==> config.mk <==
export PLATFORM = sky130hd
export DESIGN_NAME = ysyx_25020047_idu_stage
export DESIGN_NICKNAME = d
export VERILOG_FILES = /design/src/rtl/ysyx_25020047_idu_stage.sv
export SDC_FILE = /design/constraint.sdc
export NUM_CORES = 1
export LEC_CHECK = 0
export CORE_MARGIN = 1
export CORE_UTILIZATION = 53
export CTS_CLUSTER_DIAMETER = 60
export DETAILED_ROUTE_END_ITERATION = 16
export PLACE_DENSITY = 0.87
export SYNTH_ARGS = -nofsm -noshare
export SYNTH_HDL_FRONTEND = slang
export SYNTH_SLANG_ARGS = --single-unit
export TNS_END_PERCENT = 100
==> constraint.sdc <==
create_clock -name clk -period 2.3 [get_ports clk]
set_input_delay 0.23 -clock clk [delete_from_list [all_inputs] [get_ports clk]]
set_output_delay 0.23 -clock clk [all_outputs]
set_load 0.05 [all_outputs]
==> src/rtl/ysyx_25020047_idu_stage.sv <==
// ysyx_25020047_idu_stage: registered, handshaked RV32I decode stage.
// Decodes {pc, inst} combinationally at the input. It then writes the decoded
// entry into a DEPTH-entry buffer, which decouples the IFU from EXU backpressure.
// The latency is one clock.
// Ports:
//   clk, rst_n                       clock, async active-low reset
//   flush                            synchronous discard of all buffered entries
//   in_valid/in_ready, in_pc/in_inst IFU side handshake and payload
//   out_valid/out_ready              EXU side handshake
//   out_pc, out_opcode, out_funct3, out_funct7, out_rs1, out_rs2, out_rd,
//   out_imm, out_fmt, out_illegal    decoded head entry
// Optional feature: define YSYX_25020047_IDU_ILLEGAL_EN to enable illegal-instruction
// flagging. Without it, out_illegal is tied to 0.
module ysyx_25020047_idu_stage #(
  parameter int unsigned XLEN  = 32,
  parameter int unsigned RA_W  = 5,
  parameter int unsigned DEPTH = 2
) (
  input  logic            clk,
  input  logic            rst_n,
  input  logic            flush,
  input  logic            in_valid,
  output logic            in_ready,
  input  logic [XLEN-1:0] in_pc,
  input  logic [31:0]     in_inst,
  output logic            out_valid,
  input  logic            out_ready,
  output logic [XLEN-1:0] out_pc,
  output logic [6:0]      out_opcode,
  output logic [2:0]      out_funct3,
  output logic [6:0]      out_funct7,
  output logic [RA_W-1:0] out_rs1,
  output logic [RA_W-1:0] out_rs2,
  output logic [RA_W-1:0] out_rd,
  output logic [XLEN-1:0] out_imm,
  output logic [2:0]      out_fmt,
  output logic            out_illegal
);

  localparam int unsigned PTR_W = (DEPTH > 1) ? $clog2(DEPTH) : 1;
  localparam int unsigned CNT_W = $clog2(DEPTH + 1);

  typedef enum logic [2:0] {
    FMT_R = 3'd0, FMT_I = 3'd1, FMT_S = 3'd2, FMT_B = 3'd3,
    FMT_U = 3'd4, FMT_J = 3'd5, FMT_N = 3'd7
  } fmt_e;

  typedef struct packed {
    logic [XLEN-1:0] pc;
    logic [6:0]      opcode;
    logic [2:0]      funct3;
    logic [6:0]      funct7;
    logic [RA_W-1:0] rs1;
    logic [RA_W-1:0] rs2;
    logic [RA_W-1:0] rd;
    logic [XLEN-1:0] imm;
    logic [2:0]      fmt;
  } entry_t;

  entry_t            mem [DEPTH];
  entry_t            dec;
  fmt_e              fmt;
  logic [31:0]       imm32;
  logic [PTR_W-1:0]  wr_ptr;
  logic [PTR_W-1:0]  rd_ptr;
  logic [CNT_W-1:0]  count;
  logic              push;
  logic              pop;

  // Pointer advance with wrap at DEPTH (DEPTH need not be a power of two).
  function automatic logic [PTR_W-1:0] ptr_next(input logic [PTR_W-1:0] p);
    return (p == PTR_W'(DEPTH - 1)) ? '0 : p + PTR_W'(1);
  endfunction

  // Format classification and 32-bit immediate assembly.
  always_comb begin
    fmt   = FMT_N;
    imm32 = '0;
    unique case (in_inst[6:0])
      7'b0110011:                                     fmt = FMT_R;
      7'b0010011, 7'b0000011, 7'b1100111,
      7'b1110011, 7'b0001111:                         fmt = FMT_I;
      7'b0100011:                                     fmt = FMT_S;
      7'b1100011:                                     fmt = FMT_B;
      7'b0110111, 7'b0010111:                         fmt = FMT_U;
      7'b1101111:                                     fmt = FMT_J;
      default:                                        fmt = FMT_N;
    endcase
    unique case (fmt)
      FMT_I: imm32 = {{20{in_inst[31]}}, in_inst[31:20]};
      FMT_S: imm32 = {{20{in_inst[31]}}, in_inst[31:25], in_inst[11:7]};
      FMT_B: imm32 = {{19{in_inst[31]}}, in_inst[31], in_inst[7], in_inst[30:25],
                      in_inst[11:8], 1'b0};
      FMT_U: imm32 = {in_inst[31:12], 12'b0};
      FMT_J: imm32 = {{11{in_inst[31]}}, in_inst[31], in_inst[19:12], in_inst[20],
                      in_inst[30:21], 1'b0};
      default: imm32 = '0;
    endcase
  end

  // Decoded entry; imm is sign-extended from bit 31 up to XLEN.
  always_comb begin
    dec        = '0;
    dec.pc     = in_pc;
    dec.opcode = in_inst[6:0];
    dec.funct3 = in_inst[14:12];
    dec.funct7 = in_inst[31:25];
    dec.rs1    = in_inst[15 +: RA_W];
    dec.rs2    = in_inst[20 +: RA_W];
    dec.rd     = in_inst[7 +: RA_W];
    dec.imm    = XLEN'($signed(imm32));
    dec.fmt    = fmt;
  end

  assign in_ready  = (count < CNT_W'(DEPTH));
  assign out_valid = (count != '0);
  // A flush cycle neither accepts nor consumes.
  assign push      = in_valid && in_ready && !flush;
  assign pop       = out_valid && out_ready && !flush;

  // Buffer storage, pointers and occupancy.
  always_ff @(posedge clk or negedge rst_n) begin
    if (!rst_n) begin
      count  <= '0;
      wr_ptr <= '0;
      rd_ptr <= '0;
      for (int i = 0; i < int'(DEPTH); i++) mem[i] <= '0;
    end else if (flush) begin
      count  <= '0;
      wr_ptr <= '0;
      rd_ptr <= '0;
    end else begin
      if (push) begin
        mem[wr_ptr] <= dec;
        wr_ptr      <= ptr_next(wr_ptr);
      end
      if (pop) rd_ptr <= ptr_next(rd_ptr);
      if (push && !pop)      count <= count + CNT_W'(1);
      else if (!push && pop) count <= count - CNT_W'(1);
    end
  end

  assign out_pc     = mem[rd_ptr].pc;
  assign out_opcode = mem[rd_ptr].opcode;
  assign out_funct3 = mem[rd_ptr].funct3;
  assign out_funct7 = mem[rd_ptr].funct7;
  assign out_rs1    = mem[rd_ptr].rs1;
  assign out_rs2    = mem[rd_ptr].rs2;
  assign out_rd     = mem[rd_ptr].rd;
  assign out_imm    = mem[rd_ptr].imm;
  assign out_fmt    = mem[rd_ptr].fmt;

`ifdef YSYX_25020047_IDU_ILLEGAL_EN
  logic ill_mem [DEPTH];
  logic ill;

  // Illegal: non-32-bit encoding, unknown opcode, or (RV32E) a used register index >= 16.
  always_comb begin
    ill = (in_inst[1:0] != 2'b11) || (fmt == FMT_N);
    if (RA_W == 4) begin
      unique case (fmt)
        FMT_R:        ill = ill || in_inst[19] || in_inst[24] || in_inst[11];
        FMT_I:        ill = ill || in_inst[19] || in_inst[11];
        FMT_S, FMT_B: ill = ill || in_inst[19] || in_inst[24];
        FMT_U, FMT_J: ill = ill || in_inst[11];
        default:      ill = 1'b1;
      endcase
    end
  end

  // Flag stored alongside its entry.
  always_ff @(posedge clk or negedge rst_n) begin
    if (!rst_n) begin
      for (int i = 0; i < int'(DEPTH); i++) ill_mem[i] <= 1'b0;
    end else if (push) begin
      ill_mem[wr_ptr] <= ill;
    end
  end

  assign out_illegal = ill_mem[rd_ptr];
`else
  assign out_illegal = 1'b0;
`endif

endmodule
==> flow_summary.json, run 1 <==
{
  "min_period_ns": 2.24,
  "clk_path_buf_depth": 3,
  "yosys.area_share.simple": 0.221,
  "cts_buffers": 21,
  "synth-seq-area-share": 0.546,
  "drt_iter0_markers": 439,
  "synth_compound_area_frac": 0.0716,
  "synthMuxAreaShare": 0.121,
  "fmax_mhz": 447,
  "die_h_um": 134,
  "initial_core_util": 0.551,
  "clk_latency_ns": 0.49,
  "synth_xor_area_frac": 0.00378,
  "routabilityCongestion": 0.897,
  "postRouteAntennaNets": 0,
  "io_buffers": 169,
  "fin_nets": 1221,
  "drtPass1Iterations": 5,
  "syn2layout_area_growth_pct": 27.4,
  "syn_area_per_cell_um2": 9.39,
  "finClkSkew_ns": 0.00753,
  "ys_types": 49,
  "cp-start-kind": "flip-flop",
  "hold_class": "input pin to flip-flop",
  "syn-num-nets": 1055,
  "viasPerCell": 5.44,
  "hold_viol_final": 0,
  "wirelength_um": 23500,
  "critPathRequiredTime_ns": 2.07,
  "drc_errors": 0,
  "synthFlopType": "dfrtp_1",
  "post_cts.repair.setup_buffers": 0,
  "dieArea_mm2": 0.0180,
  "synthTopCellsByArea": "dfrtp_1 55%, nand2_1 17%, mux2_2 12%, nor2_1 2.3%, a21oi_1 2.2%",
  "timing.setup.tns_ns": 0,
  "synth-warning-count": 0,
  "tritoncts": "done",
  "ys_seq_elements": 202,
  "antenna_found_initial": 0,
  "grt_pass1_vias": 7496,
  "drive_above_1_share": 0.222,
  "setup-violations-final": 0,
  "vdd_drop_max_mv": 0.816,
  "min_period_over_period": 0.972,
  "worst_pin_slew_ns": 0.732,
  "clkSinkCount": 202,
  "place_hpwl_um": 15800,
  "overflow": 0,
  "layout_common_cells": "418 x nand2_1, 201 x dfrtp_1, 101 x buf_4, 99 x mux2_2, 69 x clkdlybuf4s50_1",
  "cp.arrival_ns": 2.01,
  "layout_commonest_cell": "nand2_1",
  "critPathMaxFanout": 48,
  "h-tree-depth": 1,
  "grt_max_degree": 87,
  "p_leak_nw": 5.86,
  "syn_area_mm2": 0.00926,
  "rsz0062_at_grt": "no",
  "finalInstanceArea_mm2": 0.0118,
  "clk_pin_slew_ns": 0.06,
  "maxCapViolations": 0,
  "routed-via-count": 7523,
  "async_reset_ff_frac": 1.00,
  "root_buffer": "clkbuf_16",
  "placed_area_mm2": 0.0112,
  "synth_top_family_by_area": "simple AND/OR/NAND/NOR gates",
  "ios": 171,
  "grtUsageTotal": 0.266,
  "syn_inst": 986,
  "p_per_area_mw_per_mm2": 1020,
  "wire_per_inst_um": 17.0,
  "yosysTopAreaCell": "dfrtp_1",
  "antenna_cells": 0,
  "synthAdderAreaFrac": 0,
  "synth_top_area_frac": 0.546,
  "max-slew-margin-rel": 0.512,
  "slew_viol_final": 0,
  "grt_pass1_wl_um": 38200,
  "end_kind": "output pin",
  "die_x_um": 134,
  "core_mm2": 0.0168,
  "status": "complete, no violations",
  "crit_type": "flip-flop to output pin",
  "synth_edf_count": 0,
  "rows": 47
}
==> worst max-delay path: stages (launching register included) <==
cell and delay [ns]:
dfrtp_4 0.44, buf_6 0.41, mux2_2 0.43, buf_4 0.20
==> registers in the layout (all words and copies together) (netlist names) <==
| register | cells |
|---|---|
| wr_ptr | 1 |
| mem | 198 |
| rd_ptr | 1 |
| count | 2 |
==> per-stage QoR <==
stage	hold slack, ns	worst slack (ns)	total power [mW]	util	cells
5_1_grt	0.301	0.0134	12.6	0.701	1384
4_1_cts	0.285	0.0492	12.1	0.701	1384
3_3_place_gp	0.322	0.249	8.69	0.664	1348
2_1_floorplan	-0.0656	0.672	7.57	-	986
6_report	0.300	0.0648	12.0	0.701	1384
3_5_place_dp	0.325	0.248	8.82	0.664	1348
==> cell usage after synthesis, types with 3 or more instances <==
cell,instances
buf_4,5
and3_1,3
nand2_1,419
o21ai_0,14
a32oi_1,5
buf_1,4
inv_1,3
a21oi_1,40
a22o_1,15
dfrtp_1,202
xor2_1,3
nor2_1,57
nand3_1,4
buf_2,24
nand2b_1,3
clkbuf_1,30
a31oi_1,16
buf_6,3
mux2_2,99
==> final timing paths <==
kind	from	to	slack [ns]	depth (start not counted)
min reg2reg	mem[59]	mem[59]	0.47	2
min	in_pc[2]	mem[168]	0.30	3
min in group asynchronous	rst_n	mem[187]	0.35	2
max reg2reg	count[1]	mem[21]	0.59	6
max	rd_ptr	out_funct7[3]	0.06	3
max in group asynchronous	rst_n	mem[127]	1.22	3
==> per-layer routing <==
| metal | part of all wire | vias up | track usage |
|---|---|---|---|
| li1 | - | 3555 | - |
| met1 | 0.42 | 3661 | 0.349 |
| met2 | 0.48 | 266 | 0.440 |
| met3 | 0.071 | 41 | 0.0624 |
| met4 | 0.026 | 0 | 0.0793 |
| met5 | 0 | - | 0 |
==> final cells by class <==
cell class                 count  area (um^2)
timing repair buffer         209         1900
multi-input combinational    715         3890
sequential                   202         5060
fill                        1242         5020
tap                          220          275
clock inverter                 7         85.1
inverter                       3         11.3
clock buffer                  28          572
==> power breakdown <==
| group | switching (mW) | internal [mW] | total (mW) |
|---|---|---|---|
| registers | 0.419 | 4.38 | 4.80 |
| clock network | 1.32 | 1.96 | 3.28 |
| logic | 2.55 | 1.35 | 3.90 |
==> repair_timing <==
| item | 4_1_cts | 5_1_grt |
|---|---|---|
| resized for setup | 28 | 0 |
| setup endpoints to repair | 74 | 0 |
| hold endpoints to repair | 80 | 0 |
| hold buffers | 1 | 0 |
==> cell families (layout without fill, tap and decap cells) <==
| logic type | count (synthesis) | count (layout) |
|---|---|---|
| compound gates | 103 | 103 |
| xor+xnor | 4 | 4 |
| buf+inv | 69 | 247 |
| flops | 202 | 202 |
| mux | 100 | 100 |
| other cells | 1 | 1 |
| simple gates | 507 | 507 |
Power figures use the tool's default switching activity.
==> run 2: changes to the inputs <==
Settings changed: PLACE_DENSITY 0.87 to 0.81.
Clock period 2.3 ns to 2.4 ns, I/O delays scaled along.
==> flow_summary.json, run 2 (synthesized netlist as in run 1, its figures left out) <==
{
  "cp-start-kind": "flip-flop",
  "io_buffers": 169,
  "grt_pass1_wl_um": 38700,
  "postRouteAntennaNets": 0,
  "tritoncts": "done",
  "slew_viol_final": 0,
  "drive_above_1_share": 0.222,
  "grt_pass1_vias": 7462,
  "reg_top3": "mem (198), count (2)",
  "critPathRequiredTime_ns": 2.16,
  "drtPass1Iterations": 5,
  "layout_commonest_cell": "nand2_1",
  "final_util": 0.703,
  "place_ws_ns": 0.167,
  "timing.setup.tns_ns": 0,
  "fin_nets": 1217,
  "finalInstanceArea_mm2": 0.0118,
  "root_buffer": "clkbuf_16",
  "min_period_ns": 2.34,
  "routabilityCongestion": 0.809,
  "clk_latency_ns": 0.50,
  "layout_setup_ws_ns": 0.0632,
  "final_cell_count_no_fill": 1383,
  "whs_ns": 0.297,
  "die_x_um": 134,
  "antenna_found_initial": 0,
  "largest_register_ffs": 198,
  "largest-register": "mem",
  "cp_slowest_cell": "dfrtp_4",
  "rows": 47,
  "h-tree-depth": 1,
  "initial_core_util": 0.551,
  "clk_pin_slew_ns": 0.06,
  "rsz0062_at_grt": "no",
  "placed_area_mm2": 0.0111,
  "finClkSkew_ns": 0.0123,
  "cp_cell_sequence": "buf_8, bufbuf_16, mux2_2, buf_4",
  "core_mm2": 0.0168,
  "crit_type": "flip-flop to output pin",
  "drt_iter0_markers": 478,
  "p_per_area_mw_per_mm2": 981,
  "syn2layout_area_growth_pct": 27.6,
  "crit_path_max_incr_delay_ns": 0.42,
  "cp_top_family": "buffers and inverters",
  "fmax_mhz": 428,
  "routed-via-count": 7475,
  "grt_max_degree": 66,
  "die_h_um": 134,
  "vdd_drop_max_mv": 0.681,
  "cts_buffers": 22,
  "drc_errors": 0,
  "end_kind": "output pin",
  "seq_area_mm2": 0.00506,
  "max-slew-margin-rel": 0.638,
  "grtUsageTotal": 0.271,
  "viasPerCell": 5.40,
  "cp_num_buf_inv": 3,
  "fillCellCount": 1296,
  "critPathMaxFanout": 32,
  "status": "complete, no violations",
  "multi_input_area_mm2": 0.00389,
  "overflow": 0,
  "antenna_cells": 0,
  "hold_class": "input pin to asynchronous set/reset pin",
  "wirelength_um": 23700,
  "p_leak_nw": 5.85,
  "worst_pin_slew_ns": 0.543,
  "rrSetupSlack_ns": 0.62,
  "cp.arrival_ns": 2.10,
  "ios": 171,
  "clk_path_buf_depth": 3,
  "place_inst": 1339,
  "dieArea_mm2": 0.0180,
  "layout_common_cells": "418 x nand2_1, 201 x dfrtp_1, 100 x buf_4, 99 x mux2_2, 69 x clkdlybuf4s50_1",
  "hold_viol_final": 0,
  "setup-violations-final": 0,
  "wire_per_inst_um": 17.1,
  "clkSinkCount": 202,
  "min_period_over_period": 0.974,
  "place_hpwl_um": 15000,
  "maxCapViolations": 0,
  "finalPower_mw": 11.6
}
==> run 2: changes by cell type in the layout (fill, tap and decap cells not counted), moves of 3 or more <==
cell	previous run	this run
clkbuf_1	5	8
clkbuf_8	3	7
dlygate4sd2_1	27	23
clkinv_2	5	2
==> run 2: area by class of cell <==
type / count / area share
Clock buffer: 37 / 0.0582
Clock inverter: 2 / 0.000847
Inverter: 3 / 0.000953
Multi-Input combinational cell: 715 / 0.330
Sequential cell: 202 / 0.428
Tap cell: 220 / 0.0233
Timing Repair Buffer: 204 / 0.159
==> run 2: layer usage <==
| layer | vias to the layer above | GRT usage | part of all wire |
|---|---|---|---|
| li1 | 3545 | - | - |
| met1 | 3649 | 0.376 | 0.44 |
| met2 | 251 | 0.451 | 0.48 |
| met3 | 30 | 0.0393 | 0.068 |
| met4 | 0 | 0.0643 | 0.015 |
| met5 | - | 0 | 0 |
==> run 2: worst paths after layout <==
path / cells past startpoint / startpoint / endpoint
max: 4 / rd_ptr / out_pc[19]
min: 2 / rst_n / mem[94]
max reg2reg: 5 / count[1] / mem[123]
min reg2reg: 2 / mem[171] / mem[171]
max in group asynchronous: 3 / rst_n / mem[63]
min in group clk: 3 / in_pc[4] / mem[170]
==> run 2: timing repair <==
action                                  4_1_cts  5_1_grt
hold buffers                                  1        0
endpoints found under the setup margin       87        0
setup buffers                                 3        0
gates resized for setup                      24        0
endpoints found under the hold margin        61        0
==> run 2: where the power goes <==
part / internal, mW / switching (mW) / leakage [nW]
Combinational: 1.31 / 2.44 / 2.99
Sequential: 4.20 / 0.402 / 2.51
Clock: 1.94 / 1.31 / 0.344
==> run 3: changes to the inputs <==
Settings changed: ABC_AREA from default to 1, PLACE_DENSITY 0.81 to 0.8.
==> flow_summary.json, run 3 <==
{
  "h-tree-depth": 1,
  "synth_top_family_by_area": "simple AND/OR/NAND/NOR gates",
  "status": "complete, no violations",
  "final_cell_count_no_fill": 1728,
  "syn_inst": 1337,
  "synth_top_area_frac": 0.521,
  "post_cts.repair.setup_buffers": 0,
  "drt_iter0_markers": 583,
  "async_reset_ff_frac": 1.00,
  "wire_per_inst_um": 14.8,
  "initial_core_util": 0.540,
  "grt_pass1_wl_um": 41300,
  "reg2reg_to": "mem[61]",
  "crit_type": "flip-flop to output pin",
  "largest_register_ffs": 198,
  "largest-register": "mem",
  "p_per_area_mw_per_mm2": 1290,
  "synth-seq-area-share": 0.521,
  "vdd_drop_max_mv": 0.956,
  "synthFlopType": "dfrtp_1",
  "cp-start-kind": "flip-flop",
  "fmax_mhz": 444,
  "cts_buffers": 22,
  "ios": 171,
  "final_util": 0.681,
  "routabilityCongestion": 0.809,
  "die_x_um": 137,
  "overflow": 0,
  "clk_path_buf_depth": 3,
  "place_hpwl_um": 17100,
  "synthTopCellsByArea": "dfrtp_1 52%, nand2_1 28%, o21ai_0 6.9%, inv_1 2.9%, nand3_1 2.5%",
  "maxCapViolations": 0,
  "layout_common_cells": "719 x nand2_1, 201 x dfrtp_1, 133 x o21ai_0, 116 x buf_4, 76 x inv_1",
  "drc_errors": 0,
  "min_period_over_period": 0.939,
  "syn-num-nets": 1406,
  "cp.arrival_ns": 2.01,
  "clk_pin_slew_ns": 0.06,
  "antenna_cells": 0,
  "root_buffer": "clkbuf_16",
  "crit_start": "rd_ptr",
  "rrSetupSlack_ns": 0.72,
  "worst_pin_slew_ns": 0.530,
  "yosys.area_share.simple": 0.332,
  "grt_max_degree": 72,
  "syn_area_mm2": 0.00970,
  "min_period_ns": 2.25,
  "critPathMaxFanout": 22,
  "synth_edf_count": 0,
  "ys_seq_elements": 202,
  "cts_hold_buf": 1,
  "end_kind": "output pin",
  "die_h_um": 137,
  "grt_pass1_vias": 8138,
  "hold_class": "input pin to asynchronous set/reset pin",
  "cts_resized": 0,
  "critPathRequiredTime_ns": 2.16,
  "rsz0062_at_grt": "no",
  "finalPower_mw": 15.8,
  "wirelength_um": 25500,
  "max-slew-margin-rel": 0.646,
  "tritoncts": "done",
  "drive_above_1_share": 0.125,
  "timing.rr.start": "count[1]",
  "synth-warning-count": 0,
  "synth_xor_area_frac": 0,
  "io_buffers": 169,
  "synthMuxAreaShare": 0,
  "syn_area_per_cell_um2": 7.26,
  "crit_path_end": "out_imm[4]",
  "synthAdderAreaFrac": 0,
  "rows": 49,
  "timing.setup.tns_ns": 0,
  "yosysMostFrequentCell": "nand2_1",
  "ys_types": 20,
  "dieArea_mm2": 0.0188,
  "yosysTopAreaCell": "dfrtp_1",
  "clkSinkCount": 202,
  "viasPerCell": 5.09,
  "reg_top3": "mem (198), count (2)",
  "grtUsageTotal": 0.279,
  "drtPass1Iterations": 6,
  "p_leak_nw": 6.92,
  "slew_viol_final": 0,
  "fillCellCount": 1528,
  "place_inst": 1687,
  "antenna_found_initial": 0,
  "syn2layout_area_growth_pct": 26.2,
  "finClkSkew_ns": 0.0115,
  "synth_common_cells": "719 x nand2_1, 202 x dfrtp_1, 133 x o21ai_0, 76 x inv_1, 50 x nor2_1",
  "setup-violations-final": 0,
  "clk_latency_ns": 0.50,
  "layout_commonest_cell": "nand2_1",
  "reg2regPathDepth": 9,
  "postRouteAntennaNets": 0,
  "core_mm2": 0.0180,
  "fin_nets": 1552,
  "hold_viol_final": 0,
  "synth_compound_area_frac": 0.0748,
  "routed-via-count": 8788
}
-- run 3: cell families (layout without fill, tap and decap cells) --
kind of cell / Yosys count / in the layout
and+or+nand+nor: 828 / 828
DFF: 202 / 202
other: 1 / 1
buffers and inverters: 162 / 324
AOI/OAI and AO/OA: 144 / 144
-- run 3: per-layer routing --
metal	global-route usage	routed length, um
met1	0.394	11400
met2	0.444	11700
met3	0.0408	1740
met4	0.0861	680
met5	0	0
-- run 3: how the worst min path moves through the flow --
stage          startpoint  endpoint  slack (ns)  cells past startpoint
2_1_floorplan       rst_n  count[0]       -0.06                      0
3_3_place_gp        rst_n   mem[73]        0.25                      1
3_5_place_dp        rst_n   mem[73]        0.26                      1
4_1_cts             rst_n   mem[73]        0.31                      2
5_1_grt             rst_n   mem[77]        0.32                      2
6_report            rst_n   mem[73]        0.29                      2
-- run 3: worst max-delay path, stage by stage (launching register included) --
cell	delay, ns
dfrtp_4	0.53
clkinv_2	0.20
buf_4	0.33
nand2_1	0.08
nand2_1	0.14
buf_4	0.22
-- run 3: power by group --
group / internal [mW] / switching (mW)
combinational: 2.12 / 4.91
clock: 2.18 / 1.34
sequential: 4.64 / 0.624
-- run 3: metrics by stage --
step / setup slack [ns] / hold WS (ns) / area [um^2]
2_1_floorplan: 0.280 / -0.0556 / 9700
3_3_place_gp: 0.0854 / 0.255 / 11500
3_5_place_dp: 0.0722 / 0.259 / 11500
4_1_cts: 0.154 / 0.306 / 12200
5_1_grt: 0.0683 / 0.323 / 12200
6_report: 0.145 / 0.294 / 12200
-- run 3: final cells by class --
class	instances	area, um^2	share of cell area
inverters	84	322	0.0263
repair buffers	200	1850	0.151
well taps	229	287	0.0234
clock buffers	32	679	0.0555
flip-flops and latches	202	5060	0.413
multi-input cells	973	3950	0.323
clock inverters	8	95.1	0.00777
